<file path="src/rtl/mips_cache_pkg.sv">
// Shared types for the posted write buffer between the CPU data port and the
// Avalon bus: drain FSM state encoding, queued store entry layout, bus widths.
package mips_cache_pkg;

  localparam int ADDR_W  = 32;
  localparam int DATA_W  = 32;
  localparam int BE_W    = 4;
  localparam int WADDR_W = 30;

  typedef enum logic [1:0] {
    IDLE  = 2'd0,
    WRITE = 2'd1
  } wb_state_t;

  typedef struct packed {
    logic [WADDR_W-1:0] addr;
    logic [DATA_W-1:0]  data;
    logic [BE_W-1:0]    be;
  } wb_entry_t;

endpackage

</file>
<file path="src/rtl/mips_wbuf_fifo.sv">
// Entry storage for the write buffer: circular FIFO with head/tail/count,
// full/empty flags and a parallel word-address match over valid entries.
// Store merging into a non-in-flight entry is built in when WBUF_MERGE_EN is
// defined; otherwise every accepted store allocates a new entry.
module mips_wbuf_fifo
  import mips_cache_pkg::*;
#(
  parameter int DEPTH = 4
) (
  input  logic                   clk,
  input  logic                   rst,
  input  logic                   push_i,
  input  logic [ADDR_W-1:0]      addr_i,
  input  logic [DATA_W-1:0]      data_i,
  input  logic [BE_W-1:0]        be_i,
  input  logic                   pop_i,
  input  logic                   head_busy_i,
  output wb_entry_t              head_o,
  output logic [$clog2(DEPTH):0] count_next_o,
  output logic                   match_o,
  output logic                   full_o,
  output logic                   empty_o
);

  localparam int PW = $clog2(DEPTH);

`ifdef WBUF_MERGE_EN
  localparam bit MERGE_EN = 1'b1;
`else
  localparam bit MERGE_EN = 1'b0;
`endif

  wb_entry_t       mem_q [DEPTH];
  logic [PW-1:0]   head_q, tail_q;
  logic [PW:0]     count_q, count_d;
  logic [DEPTH-1:0] valid, match_vec, merge_vec;
  logic [PW-1:0]   merge_idx;
  wb_entry_t       merged;
  logic            merge_hit, alloc, pop_ok;

  assign full_o  = (count_q == (PW+1)'(DEPTH));
  assign empty_o = (count_q == '0);
  assign head_o  = empty_o ? '0 : mem_q[head_q];

  // Entry validity by ring distance from head, then word-address match
  always_comb begin
    valid     = '0;
    match_vec = '0;
    merge_vec = '0;
    for (int i = 0; i < DEPTH; i++) begin
      valid[i]     = ({1'b0, PW'(i) - head_q} < count_q);
      match_vec[i] = valid[i] && (mem_q[i].addr == addr_i[ADDR_W-1:2]);
      // The head being written on the bus must not change under the master
      merge_vec[i] = match_vec[i] && !(head_busy_i && (PW'(i) == head_q));
    end
  end

  assign match_o   = |match_vec;
  assign merge_hit = MERGE_EN && push_i && (be_i != '0) && (|merge_vec);
  assign alloc     = push_i && (be_i != '0) && !full_o && !merge_hit;
  assign pop_ok    = pop_i && !empty_o;
  assign count_d   = count_q + {{PW{1'b0}}, alloc} - {{PW{1'b0}}, pop_ok};
  assign count_next_o = count_d;

  // Merge target selection and byte-lane overlay of the new store
  always_comb begin
    merge_idx = '0;
    for (int i = DEPTH - 1; i >= 0; i--) begin
      if (merge_vec[i]) merge_idx = PW'(i);
    end
    merged = mem_q[merge_idx];
    for (int b = 0; b < BE_W; b++) begin
      if (be_i[b]) merged.data[8*b +: 8] = data_i[8*b +: 8];
    end
    merged.be = merged.be | be_i;
  end

  // Pointer and occupancy update; reset discards every entry
  always_ff @(posedge clk) begin
    if (rst) begin
      head_q  <= '0;
      tail_q  <= '0;
      count_q <= '0;
    end else begin
      if (alloc)  tail_q <= tail_q + 1'b1;
      if (pop_ok) head_q <= head_q + 1'b1;
      count_q <= count_d;
    end
  end

  // Entry payload writes: new allocation at tail or merge into a match
  always_ff @(posedge clk) begin
    if (alloc) begin
      mem_q[tail_q] <= '{addr: addr_i[ADDR_W-1:2], data: data_i, be: be_i};
    end else if (merge_hit) begin
      mem_q[merge_idx] <= merged;
    end
  end

endmodule

</file>
<file path="src/rtl/mips_cache_wbuf.sv">
// Posted write buffer top: queues CPU stores in one cycle and drains them to
// the Avalon bus while the cache controller asserts active.
// Optional build macro: WBUF_MERGE_EN (store merging into queued entries).
//
// Bus handshake: write_writeenable is the request; a write is accepted in any
// cycle where write_writeenable=1 and waitrequest=0, and the head pops at that
// edge. While waitrequest=1 the head fields and the strobe stay unchanged,
// even if active drops; the FSM only leaves WRITE on an accepted write.
module mips_cache_wbuf
  import mips_cache_pkg::*;
#(
  parameter int DEPTH = 4
) (
  input  logic              clk,
  input  logic              rst,
  input  logic [ADDR_W-1:0] addr,
  input  logic              write_en,
  input  logic [DATA_W-1:0] writedata,
  input  logic [BE_W-1:0]   byteenable,
  input  logic              active,
  input  logic              waitrequest,
  output logic              addr_in_wb,
  output logic [ADDR_W-1:0] write_addr,
  output logic [DATA_W-1:0] write_data,
  output logic [BE_W-1:0]   write_byteenable,
  output logic              write_writeenable,
  output logic [1:0]        state_out,
  output logic              full,
  output logic              empty
);

  wb_state_t             state_q;
  logic                  wwe_q;
  logic                  pop;
  wb_entry_t             head;
  logic [$clog2(DEPTH):0] count_next;

  assign pop = (state_q == WRITE) && !waitrequest;

  mips_wbuf_fifo #(.DEPTH(DEPTH)) u_fifo (
    .clk          (clk),
    .rst          (rst),
    .push_i       (write_en),
    .addr_i       (addr),
    .data_i       (writedata),
    .be_i         (byteenable),
    .pop_i        (pop),
    .head_busy_i  (state_q == WRITE),
    .head_o       (head),
    .count_next_o (count_next),
    .match_o      (addr_in_wb),
    .full_o       (full),
    .empty_o      (empty)
  );

  assign write_addr        = {head.addr, 2'b00};
  assign write_data        = head.data;
  assign write_byteenable  = head.be;
  assign write_writeenable = wwe_q;
  assign state_out         = state_q;

  // Drain FSM: start on active with data queued, chain writes back-to-back
  always_ff @(posedge clk) begin
    if (rst) begin
      state_q <= IDLE;
      wwe_q   <= 1'b0;
    end else begin
      case (state_q)
        IDLE: begin
          if (active && !empty) begin
            state_q <= WRITE;
            wwe_q   <= 1'b1;
          end
        end
        WRITE: begin
          if (!waitrequest) begin
            if (active && (count_next != '0)) begin
              state_q <= WRITE;
              wwe_q   <= 1'b1;
            end else begin
              state_q <= IDLE;
              wwe_q   <= 1'b0;
            end
          end
        end
        default: begin
          state_q <= IDLE;
          wwe_q   <= 1'b0;
        end
      endcase
    end
  end

endmodule

</file>
<file path="config.mk">
export PLATFORM = sky130hd
export DESIGN_NAME = mips_cache_wbuf
export DESIGN_NICKNAME = d
export VERILOG_FILES = /design/src/rtl/mips_cache_pkg.sv /design/src/rtl/mips_wbuf_fifo.sv /design/src/rtl/mips_cache_wbuf.sv
export SDC_FILE = /design/constraint.sdc
export NUM_CORES = 1
export LEC_CHECK = 0
export ABC_AREA = 1
export BUFFER_PORTS_ARGS = -buffer_cell sky130_fd_sc_hd__buf_2
export CAP_MARGIN = 10
export CORE_ASPECT_RATIO = 0.9
export CORE_MARGIN = 4
export CORE_UTILIZATION = 60
export DETAILED_ROUTE_END_ITERATION = 8
export GPL_TIMING_DRIVEN = 0
export PLACE_DENSITY = 0.82
export SLEW_MARGIN = 20
export SYNTH_ARGS = -nofsm -noshare
export SYNTH_HDL_FRONTEND = slang
export SYNTH_SLANG_ARGS = --single-unit
</file>
<file path="constraint.sdc">
create_clock -name clk -period 6.85 [get_ports clk]
set_input_delay 0.685 -clock clk [delete_from_list [all_inputs] [get_ports clk]]
set_output_delay 0.685 -clock clk [all_outputs]
set_load 0.02 [all_outputs]
</file>
==> results of run 1 <==
==> final timing paths <==
check,from,endpoint,slack (ns)
worst max register to register,u_fifo.count_q[1],u_fifo.mem_q[1][7],4.21
worst min-delay path,writedata[17],u_fifo.mem_q[2][21],0.33
worst min register to register,u_fifo.tail_q[0],u_fifo.tail_q[0],0.53
worst max-delay path,u_fifo.count_q[1],addr_in_wb,3.60
==> cells in the mapped netlist, drive strengths merged <==
library cell,instances,area share [%]
nand2,234,6.9
nor2,245,7.3
clkbuf,18,0.63
or2,5,0.24
nand3,15,0.63
inv,108,3.2
conb,1,0.029
buf,40,2.3
xor2,18,1.2
ha,9,0.88
o211ai,10,0.59
a21oi,114,4.5
o21ai,148,5.8
nor3,5,0.37
fa,1,0.16
xnor2,28,1.9
dfxtp,10,1.6
edfxtp,264,62
==> through the flow <==
stage               instances  hold slack [ns]
floorplan                1275           0.4626
global placement         1702           0.4859
detailed placement       1715           0.5042
CTS                      1767           0.3240
global route             1769           0.3194
finish                   1769           0.3329
==> registers in the layout, indices dropped and copies added, names as in the netlist, named ones only <==
signal             count
u_fifo.head_q          2
u_fifo.tail_q          2
u_fifo.count_q         3
write_writeenable      1
u_fifo.mem_q         264
==> logic make-up after synthesis <==
kind of cell	count (synthesis)	synth area share [%]
and+or+nand+nor	504	15.35
DFF	274	63.44
AOI/OAI and AO/OA	272	10.88
buffers and inverters	166	6.114
xor gates and xnor gates	46	3.145
adders and majority gates	10	1.035
other	1	0.02927
==> layer usage <==
layer / wire [um] / GRT usage, %
met5: 35 / 0
met4: 1085 / 10.36
met3: 3811 / 5.758
met2: 16570 / 46.07
met1: 13250 / 39.20
==> final cells by class <==
type                       instances  area [um^2]  share of cell area (%)
multi-input combinational        835         3938                   25.77
timing repair buffer             154         1036                   6.779
antenna                            2        5.005                 0.03275
sequential                       274         8128                   53.18
buffer                            58        377.9                   2.473
tap                              286        357.8                   2.342
clock inverter                    23        330.3                   2.161
clock buffer                      29        704.4                   4.609
inverter                         108        405.4                   2.653
==> power breakdown <==
group / internal [mW] / leakage, nW / switching, mW
clock: 1.02 / 0.479 / 0.669
combinational: 0.504 / 3.19 / 1.16
sequential: 2.02 / 2.50 / 0.0706
total: 3.54 / 6.17 / 1.90
==> worst max-delay path, stage by stage (launching register included) <==
cell and delay [ns]:
dfxtp_1 0.43, inv_1 0.20, ha_1 0.35, inv_1 0.06
a21oi_1 0.03, o21ai_0 0.36, nand3_2 0.14, nor2_1 0.12
nor2_1 0.05, nand2_1 0.10, buf_2 0.17
==> summary.md, run 1 <==
| Metric | Value |
|---|---|
| Skew final | `0.01924 ns` |
| Cts hold-fix bufs | `0` |
| Cell area after synthesis | `between 10000 and 15000 um^2` |
| CTS buffer count | `28` |
| Clock Tree Buf Depth | `3` |
| RSZ-0062 raised after global routing | `no` |
| # DRC | `0` |
| Number of buffers inserted by port buffering | `141` |
| Number of max-slew violations in the final report | `0` |
| Row count | `50` |
| TritonRoute pass-1 iters | `5` |
| Post-layout min period | `3.246 ns` |
| Portion of the clock cycle consumed by the worst path in the final layout | `a little under half` |
| Routed length per instance | `about 20 um` |
| Final Power | `5.443 mW` |
| Overall die area | `23760 um^2` |
| Area post-placement | `14240 um^2` |
| Total track usage | `28.64%` |
| Most common cell after layout, fill and taps aside | `edfxtp_1` |
| Actual slew at the worst max-slew pin | `between 0.9 and 1 ns` |
| Seq cells post-synth | `274` |
| CP max FO | `6` |
| Number of hold violations in the final report | `0` |
| Leakage dissipation | `6.169 nW` |
| CP endpoint kind | `primary output` |
| H-tree depth reported by CTS | `1` |
| # fillers | `1414` |
| Net total in the final layout | `1542` |
| Synth-to-Final Area Change | `19.29%` |
| YS warnings | `0` |
| Placeable core region | `20900 um^2` |
| Sum of overflow across all layers after global routing | `0` |
| Finished Cell Area | `15280 um^2` |
| Wire length of the first global-routing pass | `52940 um` |
| Post-CTS clock slew at the launch and capture registers of the worst setup and hold paths | `~0.070 ns` |
| Post-placement setup slack | `3.929 ns` |
| Relative slew slack | `39.72%` |
| Gate count after technology mapping | `around 1300` |
| Commonest non-fill, non-tap cells in the layout | `edfxtp_1 (264), nor2_1 (239), nand2_1 (234)` |
| Initial core utilization | `between 60% and 70%` |
| HPWL reported at the end of detailed placement | `23590 um` |
| Count of cells resized by post-cts repair | `0` |
| Antenna violations before repair | `6` |
| Required time at the worst-slack endpoint | `6.16 ns` |
| Max capacitance violation total | `0` |
| Height of the die | `about 150 um` |
| Remaining antenna violation count after routing | `0` |
| Fraction of layout instances using a drive strength above 1 | `18.03%` |
| Setup bufs post-CTS | `0` |
| Data arrival time of the critical path | `~2.6 ns` |
| Total number of vias | `10110` |
| TritonCTS Sinks | `around 270` |
| Worst reg2reg path depth | `9` |
| Proportion of synthesized chip area in sequential cells | `between 60% and 70%` |
| Aggregate routed wire length | `34760 um` |
| Initial detailed-routing violation count | `between 1000 and 1500` |
| Setup crit start kind | `flip-flop` |
| Post-layout worst setup margin | `around 3.6 ns` |
| Count of unique library cells instantiated by Yosys | `31` |
| Horizontal die dimension | `162.0 um` |
| Pin count of the biggest net entering global routing | `22` |
| Worst-Skew Late Latency | `between 0.5 and 0.6 ns` |
| Path type of the worst min-delay path | `input pin to flip-flop` |
| Hold Path Cell Cnt | `1` |
| Vias per cell | `5.715` |
| Root buf cell | `clkbuf_16` |
| Number of I/O pins | `roughly 150` |
| Final weighted congestion of routability-driven global placement | `~0.93` |
| TritonCTS clock tree | `yes` |
| Total power per unit cell area | `356.2 nW/um^2` |
| Maximum vdd ir drop | `~0.26 mV` |
| Layout Utilization | `around three quarters` |
| Worst setup path class | `flip-flop to primary output` |
| Count of endpoints failing setup in the final report | `0` |
| Final sum of negative setup slack | `0 ns` |
| Number of global-route vias before repair | `9896` |
| Peak Freq | `about 0.31 GHz` |
| Run status | `finished, final reports clean` |
| Post-synthesis area per instance | `approximately 10 um^2` |
(Power assumes the default switching activity.)
==> run 2, diff against run 1 <==
--- a/config.mk
+++ b/config.mk
@@ -10,10 +10,10 @@
 export CAP_MARGIN = 10
 export CORE_ASPECT_RATIO = 0.9
 export CORE_MARGIN = 4
-export CORE_UTILIZATION = 60
+export CORE_UTILIZATION = 59
 export DETAILED_ROUTE_END_ITERATION = 8
 export GPL_TIMING_DRIVEN = 0
-export PLACE_DENSITY = 0.82
+export PLACE_DENSITY = 0.8
 export SLEW_MARGIN = 20
 export SYNTH_ARGS = -nofsm -noshare
 export SYNTH_HDL_FRONTEND = slang
==> constraint.sdc (replaced) <==
create_clock -name clk -period 3 [get_ports clk]
set_input_delay 0.3 -clock clk [delete_from_list [all_inputs] [get_ports clk]]
set_output_delay 0.3 -clock clk [all_outputs]
set_load 0.02 [all_outputs]
==> run 2 against run 1 <==
Via count increased by 1.1%. Worst setup slack got worse by 3.4 ns. Flip-flop and latch count unchanged. Hold slack got worse by 0.32 ns. Largest power group unchanged.
==> summary.md, run 2 (synthesis results as in run 1) <==
| Metric | Value |
|---|---|
| Worst setup path class | `flip-flop to primary output` |
| Overall die area | `24140 um^2 (+1.6%)` |
| Slowest stage delay, CP | `0.32 ns (-0.11 ns)` |
| RSZ-0062 raised after global routing | `no` |
| Vias per cell | `5.656 (-1.0%)` |
| Number of buffers inserted by port buffering | `141 (unchanged)` |
| Actual slew at the worst max-slew pin | `0.9298 ns (+0.02562 ns)` |
| Remaining antenna violation count after routing | `0 (unchanged)` |
| Count of cells resized by post-cts repair | `0 (unchanged)` |
| Height of the die | `147.8 um (+0.80%)` |
| Switching power | `4.273 mW (+120%)` |
| Aggregate routed wire length | `35450 um (+2.0%)` |
| Portion of the clock cycle consumed by the worst path in the final layout | `94.87%` |
| Sum of overflow across all layers after global routing | `0 (unchanged)` |
| Initial detailed-routing violation count | `1188 (-14%)` |
| Relative slew slack | `38.02% (-1.7 points)` |
| Number of max-slew violations in the final report | `0 (unchanged)` |
| Finished Cell Area | `15540 um^2 (+1.7%)` |
| Setup bufs post-CTS | `0 (unchanged)` |
| CP max FO | `7 (+1)` |
| Commonest non-fill, non-tap cells in the layout | `edfxtp_1 (264), nor2_1 (239), nand2_1 (234)` |
| Switching portion of total power | `35.06% (+0.11 points)` |
| Leakage dissipation | `6.292 nW (+2.0%)` |
| Run status | `finished, final reports clean` |
| Worst reg2reg path endpoint | `u_fifo.mem_q[3][10]` |
| Sink of the worst hold path | `u_fifo.mem_q[1][59]` |
| Post-placement cell count | `1714 (-0.058%)` |
| Cts hold-fix bufs | `39 (+39)` |
| Most common cell after layout, fill and taps aside | `edfxtp_1` |
| Hold_sp | `addr[25]` |
| Worst-path cell chain | `buf_2 > xor2_1 > inv_1 > ha_1 > a21oi_1 > or2_1 > nand3_1 > nor2_1 > nor2_1 > nand2_1 > buf_2` |
| TritonRoute pass-1 iters | `8 (+3)` |
| CP endpoint kind | `primary output` |
| Worst path bufs/invs | `3 (unchanged)` |
| Worst R2R Start | `u_fifo.count_q[1]` |
| Net total in the final layout | `1580 (+2.5%)` |
| Required time at the worst-slack endpoint | `2.70 ns (-3.46 ns)` |
| Clock Tree Buf Depth | `3 (unchanged)` |
| Wire length the detailed router placed on met1 | `13390 um (+1.0%)` |
| Setup crit start kind | `flip-flop` |
| Fraction of layout instances using a drive strength above 1 | `17.26% (-0.77 points)` |
| H-tree depth reported by CTS | `1 (unchanged)` |
| Number of global-route vias before repair | `9936 (+0.40%)` |
| Number of I/O pins | `147 (unchanged)` |
| Pin count of the biggest net entering global routing | `24 (+9.1%)` |
| Post-Layout Cell Count | `1808 (+2.2%)` |
| Leading registers by flop count | `u_fifo.mem_q: 264 flops, u_fifo.count_q: 3 flops` |
| Routed length per instance | `19.61 um (-0.20%)` |
| Final weighted congestion of routability-driven global placement | `0.9418 (+1.7%)` |
| Skew final | `0.01258 ns (-0.006667 ns)` |
| Peak Freq | `0.3514 GHz` |
| Row count | `50 (unchanged)` |
| Routed wire length on met3 | `4029 um (+5.7%)` |
| Setup slack of the most critical reg-to-reg path | `0.63 ns (-3.58 ns)` |
| Total number of vias | `10230 (+1.1%)` |
| Layout Utilization | `73.73% (+0.60 points)` |
| Category of cells accounting for the largest share of critical-path delay | `simple AND/OR/NAND/NOR gates` |
| Initial core utilization | `60.77% (-0.55 points)` |
| Synth-to-Final Area Change | `21.34%` |
| Root buf cell | `clkbuf_16` |
| Highest metal layer used by the detailed router | `met5` |
| Post-placement setup slack | `0.6265 ns (-3.302 ns)` |
| Final sum of negative setup slack | `0 ns (unchanged)` |
| Maximum vdd ir drop | `0.6470 mV (+150%)` |
| Hold Path Cell Cnt | `1 (unchanged)` |
| Post-CTS clock slew at the launch and capture registers of the worst setup and hold paths | `0.06 ns (about the same)` |
| Wire length of the first global-routing pass | `53540 um (+1.1%)` |
| Post-layout min period | `2.846 ns` |
| CTS buffer count | `28 (unchanged)` |
| Max capacitance violation total | `0 (unchanged)` |
| Number of hold violations in the final report | `0 (unchanged)` |
| Horizontal die dimension | `163.3 um (+0.80%)` |
| Worst reg2reg path depth | `8 (-1)` |
| Combinational share of power | `31.7% (+1.1 points)` |
| Path type of the worst min-delay path | `input pin to flip-flop` |
| Antenna violations before repair | `4 (-2)` |
| Data arrival time of the critical path | `2.55 ns (about the same)` |
| Count of endpoints failing setup in the final report | `0 (unchanged)` |
| WL met2 | `16810 um (+1.4%)` |
| Clock Power Share | `29.3% (-1.7 points)` |
| Max reg flops | `264 (unchanged)` |
| Placeable core region | `21080 um^2 (+0.90%)` |
| Cell count along the critical path | `11 (+1)` |
| Total power per unit cell area | `783.9 nW/um^2 (+120%)` |
| Most flops, register | `u_fifo.mem_q` |
| TritonCTS Sinks | `274 (unchanged)` |
| HPWL reported at the end of detailed placement | `23410 um (-0.74%)` |
| Post-layout worst setup margin | `0.1539 ns (-3.450 ns)` |
| Internal Pwr Total | `7.913 mW (+120%)` |
| # DRC | `0 (unchanged)` |
| Final Hold Slack | `0.01500 ns (-0.3179 ns)` |
| Critical-path top delay cell | `dfxtp_1` |
| TritonCTS clock tree | `yes` |
| Final Power | `12.19 mW (+120%)` |
| Area post-placement | `14200 um^2 (-0.30%)` |
| Worst-Skew Late Latency | `0.54 ns (-0.03 ns)` |
| Total track usage | `28.77% (+0.12 points)` |
| Power share of the sequential group | `39.1% (+0.7 points)` |
==> run 2: power groups by stage <==
stage	combinational (mW)	clock, mW	sequential (mW)
floorplan	2.23	0	4.82
global placement	3.53	0	4.86
detailed placement	3.74	0	4.83
CTS	3.81	3.57	4.75
global route	4.12	3.74	4.79
finish	3.86	3.56	4.76
==> run 2: per-layer routing <==
| metal | vias to the layer above | track usage, % |
|---|---|---|
| met1 | 4749 | 39.32 |
| met4 | 2 | 9.811 |
| li1 | 4735 | - |
| met2 | 639 | 46.72 |
| met3 | 101 | 5.659 |
| met5 | - | 0 |
==> run 2: worst max-delay path by stage <==
| stage | end | slack, ns | start |
|---|---|---|---|
| 6_report | addr_in_wb | 0.15 | u_fifo.head_q[0] |
| 2_1_floorplan | u_fifo.mem_q[0][0] | -0.07 | u_fifo.count_q[1] |
| 3_5_place_dp | u_fifo.mem_q[3][8] | 0.63 | u_fifo.count_q[1] |
| 5_1_grt | addr_in_wb | 0.05 | u_fifo.head_q[0] |
| 4_1_cts | addr_in_wb | 0.19 | u_fifo.head_q[0] |
| 3_3_place_gp | u_fifo.mem_q[3][8] | -1.48 | byteenable[0] |
==> run 2: cell type report <==
type,instances,area (um^2)
flip-flops and latches,274,8128
fillers,1414,5538
inverters,108,405.4
clock buffers,31,711.9
clock inverters,20,232.7
plain buffers,58,377.9
repair buffers,192,1384
well taps,286,357.8
multi-input cells,835,3938
diodes,4,10.01
==> run 2: worst register-to-register path: cells and delay by family (launching register included) <==
kind                   cells  cell delay [ns]
AND/OR/NAND/NOR            4             0.88
flip-flops                 1             0.40
buffers and inverters      4             0.76
==> run 3, diff against run 2 <==
--- a/config.mk
+++ b/config.mk
@@ -10,11 +10,11 @@
 export CAP_MARGIN = 10
 export CORE_ASPECT_RATIO = 0.9
 export CORE_MARGIN = 4
-export CORE_UTILIZATION = 59
+export CORE_UTILIZATION = 45
 export DETAILED_ROUTE_END_ITERATION = 8
 export GPL_TIMING_DRIVEN = 0
-export PLACE_DENSITY = 0.8
 export SLEW_MARGIN = 20
 export SYNTH_ARGS = -nofsm -noshare
 export SYNTH_HDL_FRONTEND = slang
+export SYNTH_HIERARCHICAL = 1
 export SYNTH_SLANG_ARGS = --single-unit
==> run 3 against run 2 <==
First-iteration DRC count is 35% lower. Flip-flop and latch count did not move. Clock power about the same. Global-route usage decreased by 6.4 points. Hold slack better by 0.0028 ns. Synthesized cell count rose by 0.63%. Power shrank 1.4%. Non-clock buffer count is 4 higher. Register-to-register slack worse by 0.22 ns. Clock skew decreased by 0.0048 ns. Utilization fell by 18 points. Largest cell class unchanged. Largest power group unchanged.
==> summary.md, run 3 <==
| Metric | Value |
|---|---|
| Slowest stage delay, CP | `0.60 ns (+0.28 ns)` |
| Count leader, synth | `edfxtp_1` |
| Leading post-synthesis cells by instance count | `edfxtp_1 (264), nand2_1 (236), nor2_1 (233)` |
| Skew final | `0.007732 ns (-0.004843 ns)` |
| Maximum vdd ir drop | `0.4967 mV (-23%)` |
| HPWL reported at the end of detailed placement | `23980 um (+2.4%)` |
| Placeable core region | `27940 um^2 (+33%)` |
| CP endpoint kind | `primary output` |
| Final weighted congestion of routability-driven global placement | `0.8590 (-8.8%)` |
| Worst-path cell chain | `inv_2 > clkbuf_1 > o21ai_0 > a21oi_1 > buf_2` |
| Overall die area | `31170 um^2 (+29%)` |
| Worst-Skew Late Latency | `0.55 ns (about the same)` |
| Count of endpoints failing setup in the final report | `0 (unchanged)` |
| Height of the die | `167.9 um (+14%)` |
| Root buf cell | `clkbuf_16` |
| Leading registers by flop count | `u_fifo/mem_q: 264 flops, u_fifo/count_q: 3 flops` |
| Relative slew slack | `44.69% (+6.7 points)` |
| Most flops, register | `u_fifo/mem_q` |
| # DRC | `0 (unchanged)` |
| Most common cell after layout, fill and taps aside | `edfxtp_1` |
| Number of buffers inserted by port buffering | `141 (unchanged)` |
| TritonCTS clock tree | `yes` |
| Hold_sp | `addr[6]` |
| Remaining antenna violation count after routing | `0 (unchanged)` |
| Worst reg2reg path depth | `15 (+7)` |
| Worst setup path class | `flip-flop to primary output` |
| Post-synthesis area per instance | `9.977 um^2 (-0.86%)` |
| Number of global-route vias before repair | `9392 (-5.5%)` |
| Max capacitance violation total | `0 (unchanged)` |
| Actual slew at the worst max-slew pin | `0.8296 ns (-0.1001 ns)` |
| H-tree depth reported by CTS | `1 (unchanged)` |
| Area fraction of the dominant cell type after synthesis | `62.03% (+0.15 points)` |
| Cell area after synthesis | `12780 um^2 (-0.23%)` |
| Net total in the final layout | `1595 (+0.95%)` |
| TritonCTS Sinks | `274 (unchanged)` |
| Clock Tree Buf Depth | `3 (unchanged)` |
| CP max FO | `10 (+3)` |
| Initial detailed-routing violation count | `778 (-35%)` |
| Worst reg2reg path endpoint | `write_writeenable` |
| Number of hold violations in the final report | `0 (unchanged)` |
| Row count | `58 (+16%)` |
| Count of cells resized by post-cts repair | `0 (unchanged)` |
| Initial core utilization | `45.75% (-15 points)` |
| Leading register cell type out of synthesis | `edfxtp_1` |
| Critical-path top delay cell | `clkbuf_1` |
| Sink of the worst hold path | `u_fifo/mem_q[0][40]` |
| Gate count after technology mapping | `1281 (+0.63%)` |
| Number of I/O pins | `147 (unchanged)` |
| Horizontal die dimension | `185.6 um (+14%)` |
| Category of cells accounting for the largest share of critical-path delay | `buffers and inverters` |
| TritonRoute pass-1 iters | `5 (-3)` |
| Antenna violations before repair | `3 (-1)` |
| Hold Path Cell Cnt | `1 (unchanged)` |
| Worst R2R Start | `u_fifo/count_q[1]` |
| Wire length of the first global-routing pass | `53850 um (+0.58%)` |
| Total number of vias | `9758 (-4.6%)` |
| Total track usage | `22.35% (-6.4 points)` |
| Setup slack of the most critical reg-to-reg path | `0.41 ns (-0.22 ns)` |
| Required time at the worst-slack endpoint | `2.70 ns (about the same)` |
| Max reg flops | `264 (unchanged)` |
| YS warnings | `6 (+6)` |
| Setup bufs post-CTS | `0 (unchanged)` |
| Leakage dissipation | `6.338 nW (+0.74%)` |
| Finished Cell Area | `15710 um^2 (+1.0%)` |
| Pin count of the biggest net entering global routing | `25 (+4.2%)` |
| Aggregate routed wire length | `35300 um (-0.44%)` |
| Data arrival time of the critical path | `2.48 ns (-0.07 ns)` |
| EDFF count, synth | `264 (unchanged)` |
| Synth-to-Final Area Change | `22.89%` |
| Routed length per instance | `18.65 um (-4.9%)` |
| Number of antenna repair diodes | `0 (-4)` |
| Seq cells post-synth | `274 (unchanged)` |
| Vias per cell | `5.155 (-8.9%)` |
| Post-CTS clock slew at the launch and capture registers of the worst setup and hold paths | `0.06 ns (about the same)` |
| Final sum of negative setup slack | `0 ns (unchanged)` |
| RSZ-0062 raised after global routing | `no` |
| Post-placement setup slack | `0.4314 ns (-0.1952 ns)` |
| Leading area contributor after synthesis | `edfxtp_1` |
| Final Hold Slack | `0.01776 ns (+0.002758 ns)` |
| Peak Freq | `0.3595 GHz (+2.3%)` |
| Proportion of synthesized chip area in sequential cells | `63.59% (+0.15 points)` |
| Commonest non-fill, non-tap cells in the layout | `edfxtp_1 (264), nand2_1 (236), nor2_1 (229)` |
| Number of max-slew violations in the final report | `0 (unchanged)` |
| Fraction of synthesis flops using an asynchronous set or reset pin | `0% (unchanged)` |
| Worst path bufs/invs | `3 (unchanged)` |
| Fraction of layout instances using a drive strength above 1 | `16.63% (-0.63 points)` |
| Portion of the clock cycle consumed by the worst path in the final layout | `92.71% (-2.2 points)` |
| Total power per unit cell area | `765.3 nW/um^2 (-2.4%)` |
| Run status | `finished, final reports clean` |
| Setup crit start kind | `flip-flop` |
| Top cells by area in the synthesized netlist | `edfxtp_1 (62%), nand2_1 (6.9%), nor2_1 (6.8%), o21ai_0 (5.0%), a21oi_1 (4.5%)` |
| Post-layout worst setup margin | `0.2187 ns (+0.06482 ns)` |
| Count of unique library cells instantiated by Yosys | `33 (+6.5%)` |
| Sum of overflow across all layers after global routing | `0 (unchanged)` |
| Cts hold-fix bufs | `41 (+5.1%)` |
| Post-layout min period | `2.781 ns (-0.06482 ns)` |
| Area post-placement | `14350 um^2 (+1.0%)` |
| CTS buffer count | `30 (+7.1%)` |
| Path type of the worst min-delay path | `input pin to flip-flop` |
run 3: changes by cell type in the layout (fill, tap and decap cells not counted), sizes merged, moves of 3 or more:
cell / before / now
nor2: 245 / 235
a21oi: 114 / 118
nand2: 234 / 237
clkbuf: 49 / 53
inv: 108 / 119
diode: 4 / 0
run 3: routing by layer:
layer,track usage [%],up-vias,share of wire (%)
met2,35.99,283,46
met4,4.466,4,1.8
met3,3.889,49,6.7
met5,0,-,0.093
li1,-,4742,-
met1,32.29,4680,45
run 3: worst reg2reg max path, delay by kind of cell, from the launching register on:
kind,cells,cell delay (ns)
adder cells (fa/ha/maj),3,0.89
AND/OR/NAND/NOR,4,0.46
buffers and inverters,5,0.45
flip-flops,1,0.38
XOR/XNOR,1,0.22
AO/OA/AOI/OAI,2,0.11
run 3: logic make-up after synthesis:
group	synth area share, %
flip-flops	63.59
buffers and inverters	6.060
AO/OA/AOI/OAI	11.07
XOR/XNOR	3.015
other	0.02934
adder cells (fa/ha/maj)	1.136
AND/OR/NAND/NOR	15.10
run 3: worst max path at each step:
stage,endpoint,depth (start not counted),from
after floorplan,u_fifo/mem_q[0][0],6,u_fifo/count_q[1]
final,write_addr[25],5,flip-flop
after global routing,addr_in_wb,11,u_fifo/head_q[0]
after CTS,addr_in_wb,11,u_fifo/head_q[0]
after detailed placement,write_writeenable,15,u_fifo/count_q[1]
after global placement,u_fifo/mem_q[2][50],6,u_fifo/count_q[1]
run 3: area by class of cell:
type                            count  area, um^2
Inverter                          119       446.7
Buffer                             58       327.8
Tap cell                          360       450.4
Multi-Input combinational cell    832        3916
Sequential cell                   274        8128
Timing Repair Buffer              196        1486
Clock inverter                     19       181.4
Clock buffer                       35       769.5
Fill cell                        2416       12230
run 3: power breakdown:
| part | total (mW) | switching [mW] | internal (mW) |
|---|---|---|---|
| logic | 3.75 | 2.59 | 1.16 |
| registers | 4.73 | 0.136 | 4.59 |
| clock network | 3.54 | 1.46 | 2.08 |
run 3: metrics by stage:
step	utilization, %	cells	power, mW
2_1_floorplan	-	1283	6.962
3_3_place_gp	49.95	1784	8.361
3_5_place_dp	51.34	1798	8.516
4_1_cts	56.22	1893	12.11
5_1_grt	56.22	1893	12.67
6_report	56.22	1893	12.02
